## src/rtl/otter_iobus_uart_tx_pkg.sv

```systemverilog
// Shared definitions for the OTTER IOBUS UART transmitter: register map,
// STATUS bit positions and the serializer state encoding.
package otter_io_pkg;

    localparam logic [1:0] REG_TXDATA  = 2'd0;
    localparam logic [1:0] REG_STATUS  = 2'd1;
    localparam logic [1:0] REG_BAUDDIV = 2'd2;
    localparam logic [1:0] REG_RSVD    = 2'd3;

    localparam int STAT_BUSY    = 0;
    localparam int STAT_FULL    = 1;
    localparam int STAT_EMPTY   = 2;
    localparam int STAT_OVF     = 3;
    localparam int STAT_CNT_LSB = 8;

    typedef enum logic [2:0] {
        IDLE,
        START,
        DATA,
        PARITY,
        STOP
    } uart_state_t;

endpackage

```

## src/rtl/otter_iobus_uart_tx_if.sv

```systemverilog
// OTTER IOBUS responder-side signal bundle; the CPU is the master.
interface otter_iobus_uart_tx_if;

    logic [31:0] IOBUS_ADDR;
    logic [31:0] IOBUS_OUT;
    logic        IOBUS_WR;
    logic [31:0] IOBUS_IN;

    modport master (output IOBUS_ADDR, output IOBUS_OUT, output IOBUS_WR, input IOBUS_IN);
    modport slave  (input IOBUS_ADDR, input IOBUS_OUT, input IOBUS_WR, output IOBUS_IN);

endinterface

```

## src/rtl/otter_iobus_uart_tx_fifo.sv

```systemverilog
// Synchronous FIFO with occupancy count; push and pop may coincide at any
// fill level, including full (the pop frees the slot the push takes).
module otter_sync_fifo #(
    parameter int WIDTH = 8,
    parameter int DEPTH = 8
) (
    input  logic                     clk,
    input  logic                     rst_n,
    input  logic                     push_i,
    input  logic [WIDTH-1:0]         data_i,
    input  logic                     pop_i,
    output logic [WIDTH-1:0]         data_o,
    output logic                     full_o,
    output logic                     empty_o,
    output logic [$clog2(DEPTH):0]   count_o
);

    localparam int AW = $clog2(DEPTH);

    logic [WIDTH-1:0] mem_q [DEPTH];
    logic [AW-1:0]    wr_ptr_q, rd_ptr_q;
    logic [AW:0]      count_q;
    logic             do_push, do_pop;

    assign full_o  = (count_q == (AW+1)'(DEPTH));
    assign empty_o = (count_q == '0);
    assign do_pop  = pop_i && !empty_o;
    assign do_push = push_i && (!full_o || do_pop);
    assign data_o  = mem_q[rd_ptr_q];
    assign count_o = count_q;

    // NOTE: storage has no reset; pointers and count alone define validity,
    // so the array can map onto plain RAM/flops without a reset tree.
    always_ff @(posedge clk) begin
        if (do_push) mem_q[wr_ptr_q] <= data_i;
    end

    always_ff @(posedge clk or negedge rst_n) begin
        if (!rst_n) begin
            wr_ptr_q <= '0;
            rd_ptr_q <= '0;
            count_q  <= '0;
        end else begin
            if (do_push) wr_ptr_q <= wr_ptr_q + 1'b1;
            if (do_pop)  rd_ptr_q <= rd_ptr_q + 1'b1;
            count_q <= count_q + {{AW{1'b0}}, do_push} - {{AW{1'b0}}, do_pop};
        end
    end

endmodule

```

## src/rtl/otter_iobus_uart_tx.sv

```systemverilog
// Memory-mapped UART transmitter on the OTTER IOBUS: TX FIFO feeding an 8N1
// serializer. Define UART_PARITY_EN to insert an even-parity bit (8E1).
module otter_iobus_uart_tx
    import otter_io_pkg::*;
#(
    parameter logic [31:0] BASE_ADDR   = 32'h1100_0100,
    parameter int          FIFO_DEPTH  = 8,
    parameter logic [15:0] DEFAULT_DIV = 16'd868
) (
    input  logic                  CLK,
    input  logic                  RST_N,
    otter_iobus_uart_tx_if.slave  bus,
    output logic                  TX
);

    localparam int CW = $clog2(FIFO_DEPTH) + 1;

    logic          sel, wr_txdata, wr_status, wr_bauddiv;
    logic [1:0]    reg_idx;
    logic          fifo_pop, fifo_full, fifo_empty;
    logic [7:0]    fifo_dout;
    logic [CW-1:0] fifo_count;
    logic          load, timer_done;
    logic          unused_bits;

    uart_state_t   state_q, state_d;
    logic [15:0]   div_q, div_d, div_lat_q, div_lat_d, timer_q, timer_d;
    logic [7:0]    shift_q, shift_d;
    logic [2:0]    bit_q, bit_d;
    logic          par_q, par_d, tx_q, tx_d, ovf_q, ovf_d;
    logic [31:0]   rdata_q, rdata_d;

    assign sel        = (bus.IOBUS_ADDR[31:4] == BASE_ADDR[31:4]);
    assign reg_idx    = bus.IOBUS_ADDR[3:2];
    assign wr_txdata  = sel && bus.IOBUS_WR && (reg_idx == REG_TXDATA);
    assign wr_status  = sel && bus.IOBUS_WR && (reg_idx == REG_STATUS);
    assign wr_bauddiv = sel && bus.IOBUS_WR && (reg_idx == REG_BAUDDIV);
    assign unused_bits = ^{bus.IOBUS_OUT[31:16], bus.IOBUS_ADDR[1:0]};

    otter_sync_fifo #(.WIDTH(8), .DEPTH(FIFO_DEPTH)) u_fifo (
        .clk     (CLK),
        .rst_n   (RST_N),
        .push_i  (wr_txdata),
        .data_i  (bus.IOBUS_OUT[7:0]),
        .pop_i   (fifo_pop),
        .data_o  (fifo_dout),
        .full_o  (fifo_full),
        .empty_o (fifo_empty),
        .count_o (fifo_count)
    );

    // NOTE: every output of this block gets a default first, so no path can
    // leave a variable unassigned and infer a latch.
    always_comb begin
        div_d   = div_q;
        ovf_d   = ovf_q;
        rdata_d = '0;
        if (wr_bauddiv) div_d = (bus.IOBUS_OUT[15:0] == 16'd0) ? 16'd1 : bus.IOBUS_OUT[15:0];
        if (wr_status && bus.IOBUS_OUT[STAT_OVF]) ovf_d = 1'b0;
        // A push into a full FIFO is only lost when no pop frees a slot this cycle.
        if (wr_txdata && fifo_full && !fifo_pop) ovf_d = 1'b1;
        if (sel) begin
            case (reg_idx)
                REG_STATUS: begin
                    rdata_d[STAT_BUSY]              = (state_q != IDLE);
                    rdata_d[STAT_FULL]              = fifo_full;
                    rdata_d[STAT_EMPTY]             = fifo_empty;
                    rdata_d[STAT_OVF]               = ovf_q;
                    rdata_d[STAT_CNT_LSB +: CW]     = fifo_count;
                end
                REG_BAUDDIV: rdata_d[15:0] = div_q;
                default: rdata_d = '0;
            endcase
        end
    end

    assign timer_done = (timer_q == 16'd1);

    always_comb begin
        state_d   = state_q;
        timer_d   = timer_q;
        div_lat_d = div_lat_q;
        shift_d   = shift_q;
        bit_d     = bit_q;
        par_d     = par_q;
        load      = 1'b0;
        if (state_q != IDLE && !timer_done) timer_d = timer_q - 16'd1;
        case (state_q)
            IDLE:  load = !fifo_empty;
            START: if (timer_done) begin
                state_d = DATA;
                timer_d = div_lat_q;
            end
            DATA: if (timer_done) begin
                timer_d = div_lat_q;
                if (bit_q == 3'd7) begin
`ifdef UART_PARITY_EN
                    state_d = PARITY;
`else
                    state_d = STOP;
`endif
                end else begin
                    bit_d   = bit_q + 3'd1;
                    shift_d = shift_q >> 1;
                end
            end
            PARITY: if (timer_done) begin
                state_d = STOP;
                timer_d = div_lat_q;
            end
            STOP: if (timer_done) begin
                if (!fifo_empty) load = 1'b1;
                else             state_d = IDLE;
            end
            default: state_d = IDLE;
        endcase
        // Frame start: the divisor is sampled here so BAUDDIV writes never
        // disturb a frame already on the wire.
        if (load) begin
            state_d   = START;
            div_lat_d = div_q;
            timer_d   = div_q;
            shift_d   = fifo_dout;
            par_d     = ^fifo_dout;
            bit_d     = 3'd0;
        end
        fifo_pop = load;
        case (state_d)
            START:   tx_d = 1'b0;
            DATA:    tx_d = shift_d[0];
            PARITY:  tx_d = par_d;
            default: tx_d = 1'b1;
        endcase
    end

    // NOTE: sequential state uses non-blocking assignments only, so every
    // register samples its _d value from before this edge.
    always_ff @(posedge CLK or negedge RST_N) begin
        if (!RST_N) begin
            state_q   <= IDLE;
            timer_q   <= 16'd1;
            div_q     <= DEFAULT_DIV;
            div_lat_q <= DEFAULT_DIV;
            shift_q   <= '0;
            bit_q     <= '0;
            par_q     <= 1'b0;
            tx_q      <= 1'b1;
            ovf_q     <= 1'b0;
            rdata_q   <= '0;
        end else begin
            state_q   <= state_d;
            timer_q   <= timer_d;
            div_q     <= div_d;
            div_lat_q <= div_lat_d;
            shift_q   <= shift_d;
            bit_q     <= bit_d;
            par_q     <= par_d;
            tx_q      <= tx_d;
            ovf_q     <= ovf_d;
            rdata_q   <= rdata_d;
        end
    end

    assign TX           = tx_q;
    assign bus.IOBUS_IN = rdata_q;

endmodule

```

## src/flat_wrapper.sv

```systemverilog
// flat-port wrapper written by rule: the top's interface ports become plain ports
module otter_iobus_uart_tx_flat import otter_io_pkg::*;
#(
    parameter logic [31:0] BASE_ADDR   = 32'h1100_0100,
    parameter int          FIFO_DEPTH  = 8,
    parameter logic [15:0] DEFAULT_DIV = 16'd868
)
  (CLK, RST_N, TX, bus_IOBUS_ADDR, bus_IOBUS_OUT, bus_IOBUS_WR, bus_IOBUS_IN);
  otter_iobus_uart_tx_if bus_i ();
  input  logic CLK;
  input  logic RST_N;
  output logic TX;
  input wire logic [$bits(bus_i.IOBUS_ADDR)-1:0] bus_IOBUS_ADDR;
  input wire logic [$bits(bus_i.IOBUS_OUT)-1:0] bus_IOBUS_OUT;
  input wire logic [$bits(bus_i.IOBUS_WR)-1:0] bus_IOBUS_WR;
  output wire logic [$bits(bus_i.IOBUS_IN)-1:0] bus_IOBUS_IN;
  assign bus_i.IOBUS_ADDR = bus_IOBUS_ADDR;
  assign bus_i.IOBUS_OUT = bus_IOBUS_OUT;
  assign bus_i.IOBUS_WR = bus_IOBUS_WR;
  assign bus_IOBUS_IN = bus_i.IOBUS_IN;
  otter_iobus_uart_tx #(.BASE_ADDR(BASE_ADDR), .FIFO_DEPTH(FIFO_DEPTH), .DEFAULT_DIV(DEFAULT_DIV)) u_core (.CLK(CLK), .RST_N(RST_N), .bus(bus_i), .TX(TX));
endmodule
```

## config.mk

```make
export PLATFORM = sky130hd
export DESIGN_NAME = otter_iobus_uart_tx_flat
export DESIGN_NICKNAME = d
export VERILOG_FILES = /design/src/rtl/otter_iobus_uart_tx_pkg.sv /design/src/rtl/otter_iobus_uart_tx_if.sv /design/src/rtl/otter_iobus_uart_tx_fifo.sv /design/src/rtl/otter_iobus_uart_tx.sv /design/src/flat_wrapper.sv
export SDC_FILE = /design/constraint.sdc
export NUM_CORES = 1
export LEC_CHECK = 0
export ABC_AREA = 1
export CORE_MARGIN = 4
export CORE_UTILIZATION = 55
export DETAILED_ROUTE_END_ITERATION = 16
export PLACE_DENSITY = 0.79
export REMOVE_ABC_BUFFERS = 1
export SLEW_MARGIN = 15
export SYNTH_ARGS = -nofsm -noshare
export SYNTH_HDL_FRONTEND = slang
export SYNTH_SLANG_ARGS = --single-unit
export TNS_END_PERCENT = 30
```

## constraint.sdc

```tcl
create_clock -name CLK -period 3.5 [get_ports CLK]
set_input_delay 0.7 -clock CLK [delete_from_list [all_inputs] [get_ports CLK]]
set_output_delay 0.7 -clock CLK [all_outputs]
set_load 0.1 [all_outputs]
```

==> results of run 1 <==
==> area by class of cell <==
class	count	area [µm²]
fill	1089	4730
sequential	155	4210
multi-input combinational	595	2930
timing repair buffer	84	786
inverter	124	474
clock buffer	18	450
tap	180	225
clock inverter	14	126
==> metrics by stage <==
stage	total power, mW	cells	worst slack, ps
2_1_floorplan	2.02	874	159
3_3_place_gp	2.11	1138	132
3_5_place_dp	2.12	1138	85.0
4_1_cts	3.87	1170	541
5_1_grt	3.97	1170	202
6_report	3.85	1170	554
==> cell families (layout without fill, tap and decap cells) <==
family	Yosys count	in the layout	synth area share [%]
AND/OR/NAND/NOR	457	457	25.6
XOR/XNOR	15	15	1.68
other	1	16	0.0479
multiplexers	1	1	0.128
adder cells (fa/ha/maj)	16	16	2.65
flip-flops	155	155	53.8
AO/OA/AOI/OAI	90	90	6.45
buffers and inverters	169	240	9.61
==> worst max path at each step <==
stage | start | endpoint
after floorplan | u_core.timer_q[0]$_DFF_PN1_ | u_core.u_fifo.count_o[2]$_DFF_PN0_
after global placement | bus_IOBUS_ADDR[24] | u_core.u_fifo.count_o[2]$_DFF_PN0_
after detailed placement | bus_IOBUS_ADDR[24] | u_core.u_fifo.count_o[2]$_DFF_PN0_
after CTS | bus_IOBUS_ADDR[24] | u_core.u_fifo.count_o[2]$_DFF_PN0_
after global routing | bus_IOBUS_ADDR[24] | u_core.u_fifo.count_o[2]$_DFF_PN0_
final | bus_IOBUS_ADDR[24] | u_core.u_fifo.count_o[2]$_DFF_PN0_
==> registers in the layout (all words and copies together) (netlist names), 4 cells and up <==
name and cells:
u_core.div_lat_q 16, u_core.div_q 16, u_core.bus.IOBUS_IN 16, u_core.u_fifo.mem_q 64, u_core.shift_q 8, u_core.u_fifo.count_o 4, u_core.timer_q 16
==> power breakdown <==
| group | internal [mW] | switching [mW] | total [mW] |
|---|---|---|---|
| Clock | 0.978 | 0.794 | 1.77 |
| Combinational | 0.0579 | 0.127 | 0.185 |
| Sequential | 1.89 | 0.00000186 | 1.89 |
==> cells in the mapped netlist (2+ instances only) <==
| library cell | number |
|---|---|
| nor4_1 | 12 |
| o21ai_0 | 38 |
| clkbuf_1 | 5 |
| a41oi_1 | 2 |
| xor2_1 | 12 |
| nand2_4 | 3 |
| nor2_1 | 44 |
| nand2_2 | 7 |
| nand4_1 | 6 |
| or2_2 | 4 |
| dfstp_2 | 12 |
| nor2_4 | 4 |
| o21ai_1 | 22 |
| o211ai_1 | 2 |
| o221ai_1 | 6 |
| inv_2 | 2 |
| inv_1 | 118 |
| ha_1 | 15 |
| o21ai_2 | 4 |
| nand3_1 | 70 |
| buf_4 | 17 |
| nand3b_1 | 3 |
| o22ai_1 | 2 |
| a21oi_1 | 13 |
| nand2_1 | 284 |
| nor3_2 | 2 |
| buf_6 | 3 |
| buf_2 | 19 |
| edfxtp_1 | 64 |
| dfrtp_1 | 79 |
| nor3_1 | 10 |
| xnor2_1 | 3 |
| nor2_2 | 3 |
==> critical path: stages <==
cell and delay (ps):
clkdlybuf4s50_1 450, inv_1 40, nor4_1 230, nand2_1 110, nor4_1 170, nand2_1 80, inv_1 110, nand3_1 100
inv_1 110, nand2_1 60, ha_1 270, inv_1 40, ha_1 210, fa_1 400, xor2_1 170
==> per-layer routing <==
layer	wire length [µm]	track usage, %	vias up
met3	1210	5.27	30
met1	7300	29.7	2898
met2	7880	35.1	231
met4	344	8.33	0
met5	0	0	-
li1	-	-	3030
==> results_dict.tcl, run 1 <==
set metrics [dict create \
    outcome "finished, final reports clean" \
    yosysTopAreaCell "dfrtp_1" \
    htree_levels 4 \
    final_common_cell "nand2_1" \
    grt_pass1_vias 6088 \
    grt_pass1_wl_mm 28.6 \
    endpoint_kind "flip-flop" \
    crit_arrival_ps 3260 \
    p_leak_nw 4.30 \
    netlist_instances 904 \
    die_w_um 127 \
    fmax_mhz 339 \
    via_per_inst 5.29 \
    hold_viol_final 0 \
    yosys_register_bits 155 \
    coreArea_um2 13900 \
    finalCritPeriodShare_pct 84.2 \
    yosysSeqAreaShare_pct 53.8 \
    overflow 0 \
    final_cell_mix "nand2_1 (284), inv_1 (118), dfrtp_1 (79)" \
    max-cap-violations 0 \
    worst_setup_path_start_kind "input pin" \
    port_buffers 65 \
    hold_ws_ps 265 \
    fin_setup_tns_ps 0 \
    postCtsHoldBufs 0 \
    rsz0062_at_grt "no" \
    antenna_left 0 \
    cp.required_ps 3820 \
    p_per_area_nw_per_um2 419 \
    synth.avg_cell_area_um2 8.67 \
    fin_util_pct 66.0 \
    drt_iter0_markers 430 \
    row_count 43 \
    dr_total_vias 6189 \
    hpwl_mm 11.8 \
    finalMaxSlewViolations 0 \
    layout.nets 1060 \
    r2r_start "u_core.timer_q[0]$_DFF_PN1_" \
    ys_warn_count 0 \
    postCtsResizedCells 0 \
    initial_core_util_pct 56.2 \
    yosys-top-cells-area "dfrtp_1 (25%), edfxtp_1 (25%), nand2_1 (14%)" \
    clk_pin_slew_ps 70 \
    area_delta_synth_final_pct 17.5 \
    peakVddDrop_mv 0.282 \
    drive_gt1_share_pct 10.3 \
    cts-root-buf "clkbuf_16" \
    synth_cell_types 47 \
    worst_r2r_endpoint "u_core.u_fifo.count_o[2]$_DFF_PN0_" \
    cp_max_fo 4 \
    cts_tree "yes" \
    finalSetupViolCount 0 \
    relSlewSlack_pct 32.9 \
    finalClockSkew_ps 6.57 \
    first_pass_iters 5 \
    drt-total-wl_mm 16.7 \
    clock_path_buffers 2 \
    track_usage_pct 22.1 \
    clk_latency_ps 430 \
    antenna_found_initial 0 \
    cts_setup_buffers 0 \
    syn_area_um2 7840 \
    placed_area_um2 8630 \
    synth_edf_count 64 \
    cts_num_sinks 155 \
    grt_max_degree 56 \
    min_path_type "in2async" \
    drc 0 \
    finalWeightedCongestion 0.873 \
    wl_per_cell_um 14.3 \
    async_reset_ff_share_pct 58.7 \
    period_minus_slack_ps 2950 \
    rrSetupSlack_ps 600 \
    n_antenna_cell 0 \
    reg2regPathDepth 13 \
    die_height_um 127 \
    fin_area_um2 9200 \
    die_area_um2 16200 \
    critPathKind "in2reg" \
    synth_top_area_share_pct 25.2 \
    synth_ff_type "dfrtp_1" \
    cts_made_buffers 17 \
    worst_pin_slew_ps 1000 \
    io_pins 100 \
]
No activity file was read; power rests on OpenSTA's default activity.
==> run 2, diff against run 1 <==
- CORE_UTILIZATION: 55 -> 50
- PLACE_DENSITY: 0.79 -> 0.76
- clock period: 3.5 -> 2.47 ns (I/O delays scaled with it)
==> results_dict.tcl, run 2 (synthesis results as in run 1) <==
set metrics [dict create \
    final_common_cell "nand2_1" \
    p_leak_nw 4.65 \
    postCtsHoldBufs 0 \
    cpMaxStageDelayCell "dfstp_2" \
    drc 0 \
    track_usage_pct 21.1 \
    clock_path_buffers 2 \
    fin_util_pct 63.7 \
    htree_levels 4 \
    crit_top_cell "ha_4" \
    fmax_mhz 417 \
    die_height_um 133 \
    endpoint_kind "flip-flop" \
    finalSetupViolCount 0 \
    overflow 0 \
    initial_core_util_pct 51.3 \
    cts_num_sinks 155 \
    wl_per_cell_um 14.4 \
    worst_setup_path_start_kind "flip-flop" \
    clk_pin_slew_ps 60 \
    slowest_delay_ps 550 \
    grt_pass1_wl_mm 29.6 \
    area_delta_synth_final_pct 24.1 \
    grt_pass1_vias 6133 \
    relSlewSlack_pct 57.2 \
    power.total_mw 5.63 \
    drt-total-wl_mm 18.0 \
    regMostFlops "u_core.u_fifo.mem_q" \
    port_buffers 65 \
    dr_total_vias 6349 \
    hold_viol_final 0 \
    nFillCells 1209 \
    antenna_left 0 \
    peakVddDrop_mv 0.496 \
    finalCritPeriodShare_pct 97.0 \
    n_antenna_cell 0 \
    layout.nets 1107 \
    final_cell_mix "nand2_1 (282), inv_1 (115), buf_4 (83)" \
    hpwl_mm 12.6 \
    crit_arrival_ps 2700 \
    cp.required_ps 2770 \
    die_area_um2 17700 \
    via_per_inst 5.09 \
    cts-root-buf "clkbuf_16" \
    period_minus_slack_ps 2400 \
    drt_iter0_markers 431 \
    io_pins 100 \
    outcome "finished, final reports clean" \
    row_count 45 \
    finalClockSkew_ps 10.9 \
    first_pass_iters 5 \
    finalWeightedCongestion 0.914 \
    max-cap-violations 0 \
    min_path_type "in2async" \
    critPathKind "reg2reg" \
    largest_reg_flops 64 \
    p_per_area_nw_per_um2 579 \
    grt_max_degree 56 \
    rsz0062_at_grt "yes" \
    crit_chain "ha_4, nand3_4, nor3_4, nand2_2, nand2_2, nand3_4, nand4_4, nand2_4, ha_4, inv_2, ha_4, fa_2, xor2_1" \
    die_w_um 133 \
    antenna_found_initial 0 \
    finalMaxSlewViolations 0 \
    coreArea_um2 15300 \
    cts_tree "yes" \
    drive_gt1_share_pct 16.9 \
    cp_max_fo 2 \
    worst_pin_slew_ps 636 \
    clk_latency_ps 430 \
    cts_made_buffers 17 \
]
==> run 2: cell count changes in the layout (fill, tap and decap cells not counted), sizes merged <==
cell,before,now
inv,130,124
clkdlybuf4s50,62,36
dlymetal6s2s,0,4
bufinv,0,3
dlygate4sd2,0,7
buf,22,84
clkinvlp,1,0
clkbuf,18,22
==> run 2: worst max-delay path, delay by kind of cell (launching register included) <==
| family | cells | cell delay [ps] |
|---|---|---|
| adders and majority gates | 4 | 900 |
| and+or+nand+nor | 7 | 630 |
| DFF | 1 | 550 |
| xor gates and xnor gates | 1 | 160 |
| buffers and inverters | 1 | 40 |
==> run 2: worst paths after layout <==
check,startpoint,endpoint,slack (ps),cells after the start
hold reg to reg,u_core.div_lat_q[3]$_DFFE_PN0N_,u_core.div_lat_q[3]$_DFFE_PN0N_,480,2
min in group CLK,u_core.div_lat_q[3]$_DFFE_PN0N_,u_core.div_lat_q[3]$_DFFE_PN0N_,480,2
max in group asynchronous,RST_N,u_core.div_lat_q[5]$_DFFE_PN1N_,1780,2
setup / recovery,u_core.timer_q[0]$_DFF_PN1_,u_core.u_fifo.count_o[2]$_DFF_PN0_,70,13
setup reg to reg,u_core.timer_q[0]$_DFF_PN1_,u_core.u_fifo.count_o[2]$_DFF_PN0_,70,13
hold / removal,RST_N,u_core.div_lat_q[12]$_DFFE_PN0N_,30,1
==> run 2: where the power goes <==
part	internal [mW]	leakage [nW]	switching (mW)	total, mW
Combinational	0.0897	2.77	0.186	0.276
Clock	1.65	0.299	1.02	2.67
Sequential	2.69	1.57	0.00000223	2.69
Total	4.42	4.65	1.21	5.63
==> run 2: what timing repair did <==
item / 4_1_cts / 5_1_grt
pin swaps: 12 / 13
buffers inserted: 2 / 3
gates resized for setup: 20 / 17
endpoints found under the hold margin: 0 / 0
setup endpoints to repair: 2 / 8
==> run 2: cell type report <==
class,instances,area [µm²],area share [%]
well taps,211,264,2.72
clock buffers,22,464,4.77
multi-input cells,595,3050,31.4
clock inverters,10,138,1.42
inverters,124,474,4.88
repair buffers,131,1110,11.5
flip-flops and latches,155,4210,43.3
==> run 2: per-layer routing <==
layer | share of wire [%] | vias to the layer above | track usage, %
met5 | 0 | - | 0
met1 | 43 | 2959 | 27.1
met2 | 48 | 225 | 34.2
li1 | - | 3123 | -
met4 | 2.6 | 0 | 8.69
met3 | 6.8 | 42 | 5.40
==> run 2: metrics by stage <==
step                cell area, µm²  hold WS [ps]  worst slack, ps  setup TNS [ps]  std cells
floorplan                     7610           198             -871          -38130        874
finish                        9720          32.3             74.1               0       1248
global route                  9720          69.0            -28.1           -54.6       1248
global placement              8950           464             -580          -12020       1211
detailed placement            8950           471             -630          -13530       1211
CTS                           9620          43.0             6.67               0       1245
